## src/rtl/mips_pkg.sv

```systemverilog
// Shared types and constants for the MIPS core front end.
// Latency: none (declarations only).
// Backpressure: not applicable.
package mips_pkg;

    localparam logic [31:0] NOP_INSTR        = 32'h0000_0000;
    localparam logic [31:0] RESET_PC_DEFAULT = 32'h0000_0000;

    typedef enum logic [1:0] {
        IDLE = 2'd0,
        REQ  = 2'd1,
        WAIT = 2'd2,
        HOLD = 2'd3
    } fetch_state_t;

endpackage

```

## src/rtl/pc_next_sel.sv

```systemverilog
// Next-PC selection: jump target, branch target, sequential PC+4 or hold.
// Latency: purely combinational.
// Backpressure: a stall suppresses both redirect and sequential advance.
module pc_next_sel (
    input  logic        stall,
    input  logic        jump,
    input  logic        pcsrc,
    input  logic        advance,
    input  logic [31:0] pc,
    input  logic [31:0] pcbranch,
    input  logic [3:0]  pc_hi,
    input  logic [25:0] jidx,
    output logic        redir,
    output logic [31:0] pc_plus4,
    output logic [31:0] pc_next
);

    // Redirect wins over sequential advance; jump wins over branch.
    // Branch targets are forced word-aligned so the PC low bits stay zero.
    always_comb begin
        redir    = !stall && (jump || pcsrc);
        pc_plus4 = pc + 32'd4;
        pc_next  = pc;
        if (redir) begin
            pc_next = jump ? {pc_hi, jidx, 2'b00} : (pcbranch & ~32'h3);
        end else if (!stall && advance) begin
            pc_next = pc_plus4;
        end
    end

endmodule

```

## src/rtl/fetch_stage.sv

```systemverilog
// IF stage: owns the PC, the imem request FSM and the IF/ID pipeline register.
// Latency: one request outstanding; zero-wait memory yields one instruction per 2 cycles.
// Backpressure: stallD freezes PC and IF/ID; a response arriving under stall is parked in a hold buffer.
module fetch_stage
    import mips_pkg::*;
#(
    parameter logic [31:0] RESET_PC = RESET_PC_DEFAULT
) (
    input  logic        clk,
    input  logic        reset,
    input  logic        stallD,
    input  logic        pcsrcD,
    input  logic [31:0] pcbranchD,
    input  logic        jumpD,
    output logic        imem_req,
    output logic [31:0] imem_addr,
    input  logic        imem_ready,
    input  logic        imem_rvalid,
    input  logic [31:0] imem_rdata,
    output logic [31:0] pcF,
    output logic [31:0] instrD,
    output logic [31:0] pcplus4D,
    output logic        validD,
    output logic [5:0]  opD,
    output logic [5:0]  functD,
    output logic        fetch_busy
);

    fetch_state_t state, state_nxt;
    logic         drop, drop_nxt;
    logic         hold_ld;
    logic [31:0]  hold_buf;
    logic         avail;
    logic [31:0]  instr_src;
    logic         redir;
    logic [31:0]  pc_plus4;
    logic [31:0]  pc_next;

    pc_next_sel u_pc_next_sel (
        .stall    (stallD),
        .jump     (jumpD),
        .pcsrc    (pcsrcD),
        .advance  (avail),
        .pc       (pcF),
        .pcbranch (pcbranchD),
        .pc_hi    (pcplus4D[31:28]),
        .jidx     (instrD[25:0]),
        .redir    (redir),
        .pc_plus4 (pc_plus4),
        .pc_next  (pc_next)
    );

    // Instruction availability and memory-side outputs derived from the FSM state.
    always_comb begin
        imem_req   = (state == REQ);
        imem_addr  = pcF;
        avail      = ((state == WAIT) && imem_rvalid && !drop) || (state == HOLD);
        fetch_busy = !avail;
        instr_src  = (state == HOLD) ? hold_buf : imem_rdata;
    end

    // Next-state logic; drop marks an in-flight response that a redirect has made stale.
    always_comb begin
        state_nxt = state;
        drop_nxt  = drop;
        hold_ld   = 1'b0;
        case (state)
            IDLE: state_nxt = REQ;
            REQ: begin
                if (imem_ready) begin
                    state_nxt = WAIT;
                    if (redir) drop_nxt = 1'b1;
                end
            end
            WAIT: begin
                if (imem_rvalid) begin
                    if (drop) begin
                        drop_nxt  = 1'b0;
                        state_nxt = REQ;
                    end else if (stallD) begin
                        hold_ld   = 1'b1;
                        state_nxt = HOLD;
                    end else begin
                        // Either loaded into IF/ID or discarded by a same-cycle redirect.
                        state_nxt = REQ;
                    end
                end else if (redir) begin
                    drop_nxt = 1'b1;
                end
            end
            HOLD: begin
                if (!stallD) state_nxt = REQ;
            end
            default: state_nxt = IDLE;
        endcase
    end

    // State, drop flag, hold buffer and PC registers.
    always_ff @(posedge clk or negedge reset) begin
        if (!reset) begin
            state    <= IDLE;
            drop     <= 1'b0;
            hold_buf <= NOP_INSTR;
            pcF      <= RESET_PC;
        end else begin
            state <= state_nxt;
            drop  <= drop_nxt;
            pcF   <= pc_next;
            if (hold_ld) hold_buf <= imem_rdata;
        end
    end

    // IF/ID register: load when an instruction is ready, bubble otherwise, freeze under stall.
    always_ff @(posedge clk or negedge reset) begin
        if (!reset) begin
            instrD   <= NOP_INSTR;
            pcplus4D <= 32'h0;
            validD   <= 1'b0;
        end else if (!stallD) begin
            if (!redir && avail) begin
                instrD   <= instr_src;
                pcplus4D <= pc_plus4;
                validD   <= 1'b1;
            end else begin
                instrD <= NOP_INSTR;
                validD <= 1'b0;
            end
        end
    end

    assign opD    = instrD[31:26];
    assign functD = instrD[5:0];

endmodule
```

## config.mk

```make
export PLATFORM = sky130hd
export DESIGN_NAME = fetch_stage
export DESIGN_NICKNAME = d
export VERILOG_FILES = /design/src/rtl/mips_pkg.sv /design/src/rtl/pc_next_sel.sv /design/src/rtl/fetch_stage.sv
export SDC_FILE = /design/constraint.sdc
export NUM_CORES = 1
export LEC_CHECK = 0
export CAP_MARGIN = 30
export CORE_ASPECT_RATIO = 0.9
export CORE_UTILIZATION = 45
export DETAILED_ROUTE_END_ITERATION = 10
export GPL_TIMING_DRIVEN = 0
export MAX_ROUTING_LAYER = met4
export PLACE_DENSITY = 0.78
export SLEW_MARGIN = 20
export SYNTH_ARGS = -nofsm -noshare
export SYNTH_HDL_FRONTEND = slang
export SYNTH_SLANG_ARGS = --single-unit
```

## constraint.sdc

```tcl
create_clock -name clk -period 2.07 [get_ports clk]
set_input_delay 0.414 -clock clk [delete_from_list [all_inputs] [get_ports clk]]
set_output_delay 0.414 -clock clk [all_outputs]
set_load 0.005 [all_outputs]
```

# ---- Word level (Yosys, flattened, before mapping)
# Cells that the tools add are included.
dict set report classes {
  add_sub_neg 1
  n_eq_ne 6
  mux 20
  bitwise 1
  n_reduce_logical 17
}
# cell n
set op_table {}
lappend op_table {{2-to-1 mux 32 bit} 5}
lappend op_table {{adder 32 x 3 -> 32 bit, second input constant} 1}
lappend op_table {{2-to-1 mux 2 bit} 5}
lappend op_table {{2-to-1 mux 1 bit} 8}
lappend op_table {{one-hot mux 2 bit (4 select lines)} 1}
lappend op_table {{logical AND 1 bit} 5}
lappend op_table {{== test 2 bit, second input constant} 2}
lappend op_table {{logical NOT 1 bit} 4}
lappend op_table {{!= test 2 bit, second input constant} 2}
lappend op_table {{AND reduction 2 bit} 2}
lappend op_table {{nonzero test 2 bit} 2}
lappend op_table {{AND reduction 3 bit} 1}
lappend op_table {{== test 2 x 1 -> 1 bit, second input constant} 1}
lappend op_table {{logical NOT 2 bit} 1}
lappend op_table {{logical OR 1 bit} 2}
lappend op_table {{!= test 2 x 1 -> 1 bit, second input constant} 1}
lappend op_table {{one-hot mux 1 bit (2 select lines)} 1}
lappend op_table {{inverter 1 bit} 1}
dict set report totals {
  ff_bits 132
  input_bits 71
  out_inout_bits 143
  wordCells 52
}

# ---- Longest topological paths before layout
dict set report depth {
  ltp_word 7
  ltp_mapped 9
  depth_no_buf 7
}

# ---- By module
# Synthesis repeated with hierarchy kept, for this count alone.
dict set report hier_totals {
  cells_unflattened 669
  area_unflattened_um2 7219.4
}
# mod instances cells_per_inst area_per_inst_um2 seq_area_each_um2
set modules_own_cells {}
lappend modules_own_cells {fetch_stage 1 379 5371.4 3303.2}
lappend modules_own_cells {pc_next_sel 1 290 1848.0 0.0}

# ---- Least setup slack after synthesis
# No wires, ideal clock.
dict set report synth_timing {
  path_kind {register to register}
  from {register pcF[2], in the netlist imem_addr[2]}
  to {register pcF[16], in the netlist imem_addr[16]}
  setup_ns 0.137
  arrival_time_ns 1.694
  required_ns 1.933
  setup_slack_ns 0.239
  path_stages_with_launch 8
  n_path_buf 1
  synth_period_minus_slack_ns 1.831
  cell_sequence {dfrtp_1 ha_1 nand3_1 or3_1 clkbuf_2 nor3_2 xnor2_1 a21oi_1}
}
dict set report synth_via {
  elab_chain_len 3
}
# element line_no
set synth_lines {}
lappend synth_lines {{from (decl)} fetch_stage.sv:20} ;# output logic [31:0] pcF,
lappend synth_lines {{from (signal assigned)} fetch_stage.sv:108} ;# pcF <= pc_next;
lappend synth_lines {{adder 32 x 3 -> 32 bit} pc_next_sel.sv:22} ;# pc_plus4 = pc + 32'd4;
lappend synth_lines {{2-to-1 mux 32 bit} pc_next_sel.sv:26} ;# end else if (!stall && advance) begin
lappend synth_lines {{2-to-1 mux 32 bit} pc_next_sel.sv:24} ;# if (redir) begin
# No other way between the ends. The select of a mux whose other input is x is not followed.
# A chain may end at the register's enable or synchronous reset.

# ---- Worst setup path after layout
dict set report layout_timing {
  from {register pcF[13], in the netlist imem_addr[13]}
  to {output port pcF[13]}
}
# No word-level cell between the ends.

==> results.txt <==
status - completed
CTS tree - built
CTS Sinks - 128
clock skew - 0.00843 ns
PnR worst setup slack - 0.0462 ns
delay of the slowest critical-path stage - 0.55 ns
Crit Path Max Fanout - 8
clock power share - 32.0%
DRC viols - 0
DP Wirelength - 13.7 mm
drt wl/cell - 16.6 µm
Leakage - 4.18 nW
DR vias/cell - 5.03
switch share - 27.8%
die area - 15500 µm²
initial antenna violation count - 0
CP bufs+invs - 2
PortBufs - 205
internal power - 6.94 mW
critical path required time - 1.66 ns
Slew Viols, Final - 0
Gate Count Post-Synth - 679
yosys warns - 0
most frequent cells in the layout - clkdlybuf4s50_1 (202), dfrtp_1 (122), nand2_1 (91), o21ai_0 (65), buf_4 (64)
Root Driver - clkbuf_16
FP Rows - 42
DRT Pass-1 Iters - 4
# Max-Cap Violations - 0
top cell family by delay on the critical path - buffers and inverters
dpl ws - -0.555 ns
element type at the critical path end - primary output
grt total ovfl - 0
Slew HR - 50.2%
fin area - 9990 µm²
crit-path cells - buf_4, clkdlybuf4s50_1
Num CTS Buffers - 17
Psw - 2.67 mW
Initial DRC Count - 414
# IOs - 214
critical path class - reg -> out
Least-Margin Pin Slew - 0.747 ns
vias in the first global route - 5478
Placement Cell Area - 9120 µm²
final wirelength - 18.8 mm
clock transition at the registers of the reported paths - 0.05 ns
Antenna Nets Post-Route - 0
GPL Wtd Cong - 0.850
asr flop ratio synth - 100%
Seq/Total Area, Yosys - 47.3%
Final min period - 2.02 ns
WP data arrival - 1.61 ns
Most used DFF post-synth - dfrtp_1
Peak VDD IR - 0.578 mV
share of layout cells above drive strength 1 - 19.6%
post-route clock period utilization - 97.8%
Max Clk Rate - 494 MHz
PwrDens - 962 nW/µm²
worst-case clock buffer depth - 2
first-pass GRT wire length - 29.5 mm
GRT Total Usage - 25.2%
Seq pwr share - 37.4%
area occupied by multi-input gates - 3110 µm²
power share of the combinational group - 30.6%
Fin. Hold Viols - 0
die height - 118 µm
Seq cells post-synth - 128
Clk Latency, worst-skew pair - 0.41 ns
CP max-delay cell - dfrtp_1
hold crit path type - reg -> reg
library cells used by synthesis - 41
Post-synth EDFFs - 0
fin nets - 996
sequential cell area - 3210 µm²
antenna cells - 0
commonest non-fill, non-tap cell in the layout - clkdlybuf4s50_1
Vias - 5699
Fillers - 1180
core area - 14700 µm²
initial core utilization - 46.0%
largest net degree at the start of global routing - 72
final setup fails - 0
post-synthesis area per instance - 9.97 µm²
Layout area overhead - 47.6%
Setup crit start kind - flop
Die X - 131 µm
CTS H-Tree Depth - 4
Netlist Area Pre-Place - 6770 µm²
[layout make-up]
cell class | count | area share [%]
flip-flops and latches | 128 | 32.1
multi-input cells | 458 | 31.1
repair buffers | 219 | 21.8
plain buffers | 92 | 6.16
clock buffers | 22 | 4.84
well taps | 198 | 2.48
clock inverters | 10 | 1.33
inverters | 5 | 0.188
[per-layer routing]
layer,vias to the layer above,global-route usage (%),wire length (µm)
li1,2788,-,-
met1,2734,32.6,8350
met2,153,40.3,9270
met3,24,4.55,734
met4,0,8.28,402
met5,-,-,0
[Yosys cell counts, types with 6 or more instances]
cell type    n  area [µm²]
xor2_1      36         315
mux2i_1     33         330
buf_1        8        30.0
nand2_1     91         342
o21ai_0     65         325
nand4_1     16         100
buf_2        6        30.0
xnor2_1     19         166
dfrtp_1    128        3200
buf_4       49         368
mux2_2      33         372
nor2_1      13        48.8
clkbuf_1    25        93.8
a21oi_1     27         135
nand3_1     16        80.1
a211oi_1    29         218
nor2b_1     30         188
[path summary, 6_finish.rpt]
path	cells after the start	to	from	slack, ns
setup / recovery	2	pcF[13]	imem_addr[13]$_DFFE_PN0P_	0.05
hold / removal	2	pcplus4D[14]$_DFFE_PN0P_	pcplus4D[14]$_DFFE_PN0P_	0.48
setup reg to reg	7	imem_addr[24]$_DFFE_PN0P_	state[0]$_DFFE_PN0P_	0.13
hold reg to reg	2	pcplus4D[14]$_DFFE_PN0P_	pcplus4D[14]$_DFFE_PN0P_	0.48
max in group asynchronous	3	hold_buf[26]$_DFFE_PN0P_	reset	0.83
min in group asynchronous	2	pcplus4D[7]$_DFFE_PN0P_	reset	0.53
[flip-flops by register name, summed over array words and instances (netlist names)]
name / cells
drop: 1
validD: 1
hold_buf: 32
imem_addr: 30
instrD: 32
pcplus4D: 30
state: 2
[through the flow]
step / hold WS [ns] / TNS, ns / util, % / power [mW] / instances
global placement: 0.462 / -608.09 / 61.8 / 6.30 / 1087
finish: 0.475 / 0 / 67.9 / 9.62 / 1132
global route: 0.508 / -0.0239 / 67.9 / 10.1 / 1132
floorplan: 0.118 / 0 / - / 4.83 / 684
CTS: 0.483 / -0.00377 / 67.1 / 9.57 / 1125
detailed placement: 0.372 / -39.95 / 62.0 / 6.39 / 1088
[power groups by stage]
| stage | Combinational [mW] | Sequential (mW) | Clock [mW] |
|---|---|---|---|
| 2_1_floorplan | 1.27 | 3.56 | 0 |
| 3_3_place_gp | 2.71 | 3.59 | 0 |
| 3_5_place_dp | 2.77 | 3.62 | 0 |
| 4_1_cts | 2.86 | 3.59 | 3.12 |
| 5_1_grt | 3.21 | 3.68 | 3.25 |
| 6_report | 2.94 | 3.60 | 3.08 |
[worst min-delay path, delay by kind of cell (launching register included)]
kind,cells,cell delay (ns)
flip-flops,1,0.34
AO/OA/AOI/OAI,1,0.06
AND/OR/NAND/NOR,1,0.05
[what timing repair did]
item,4_1_cts,5_1_grt
resized for setup,31,31
gates cloned,0,0
pin swaps,2,4
setup buffers,4,8
setup endpoints to repair,94,64
hold buffers,1,0
endpoints found under the hold margin,57,0
[kinds of logic after synthesis]
logic type,share of synthesized area [%]
compound gates,11.1
xor+xnor,7.11
other cells,0.0554
flops,47.3
simple gates,14.6
buf+inv,8.76
fa+ha+maj,0.739
mux,10.4
No activity file was read; power rests on OpenSTA's default activity.
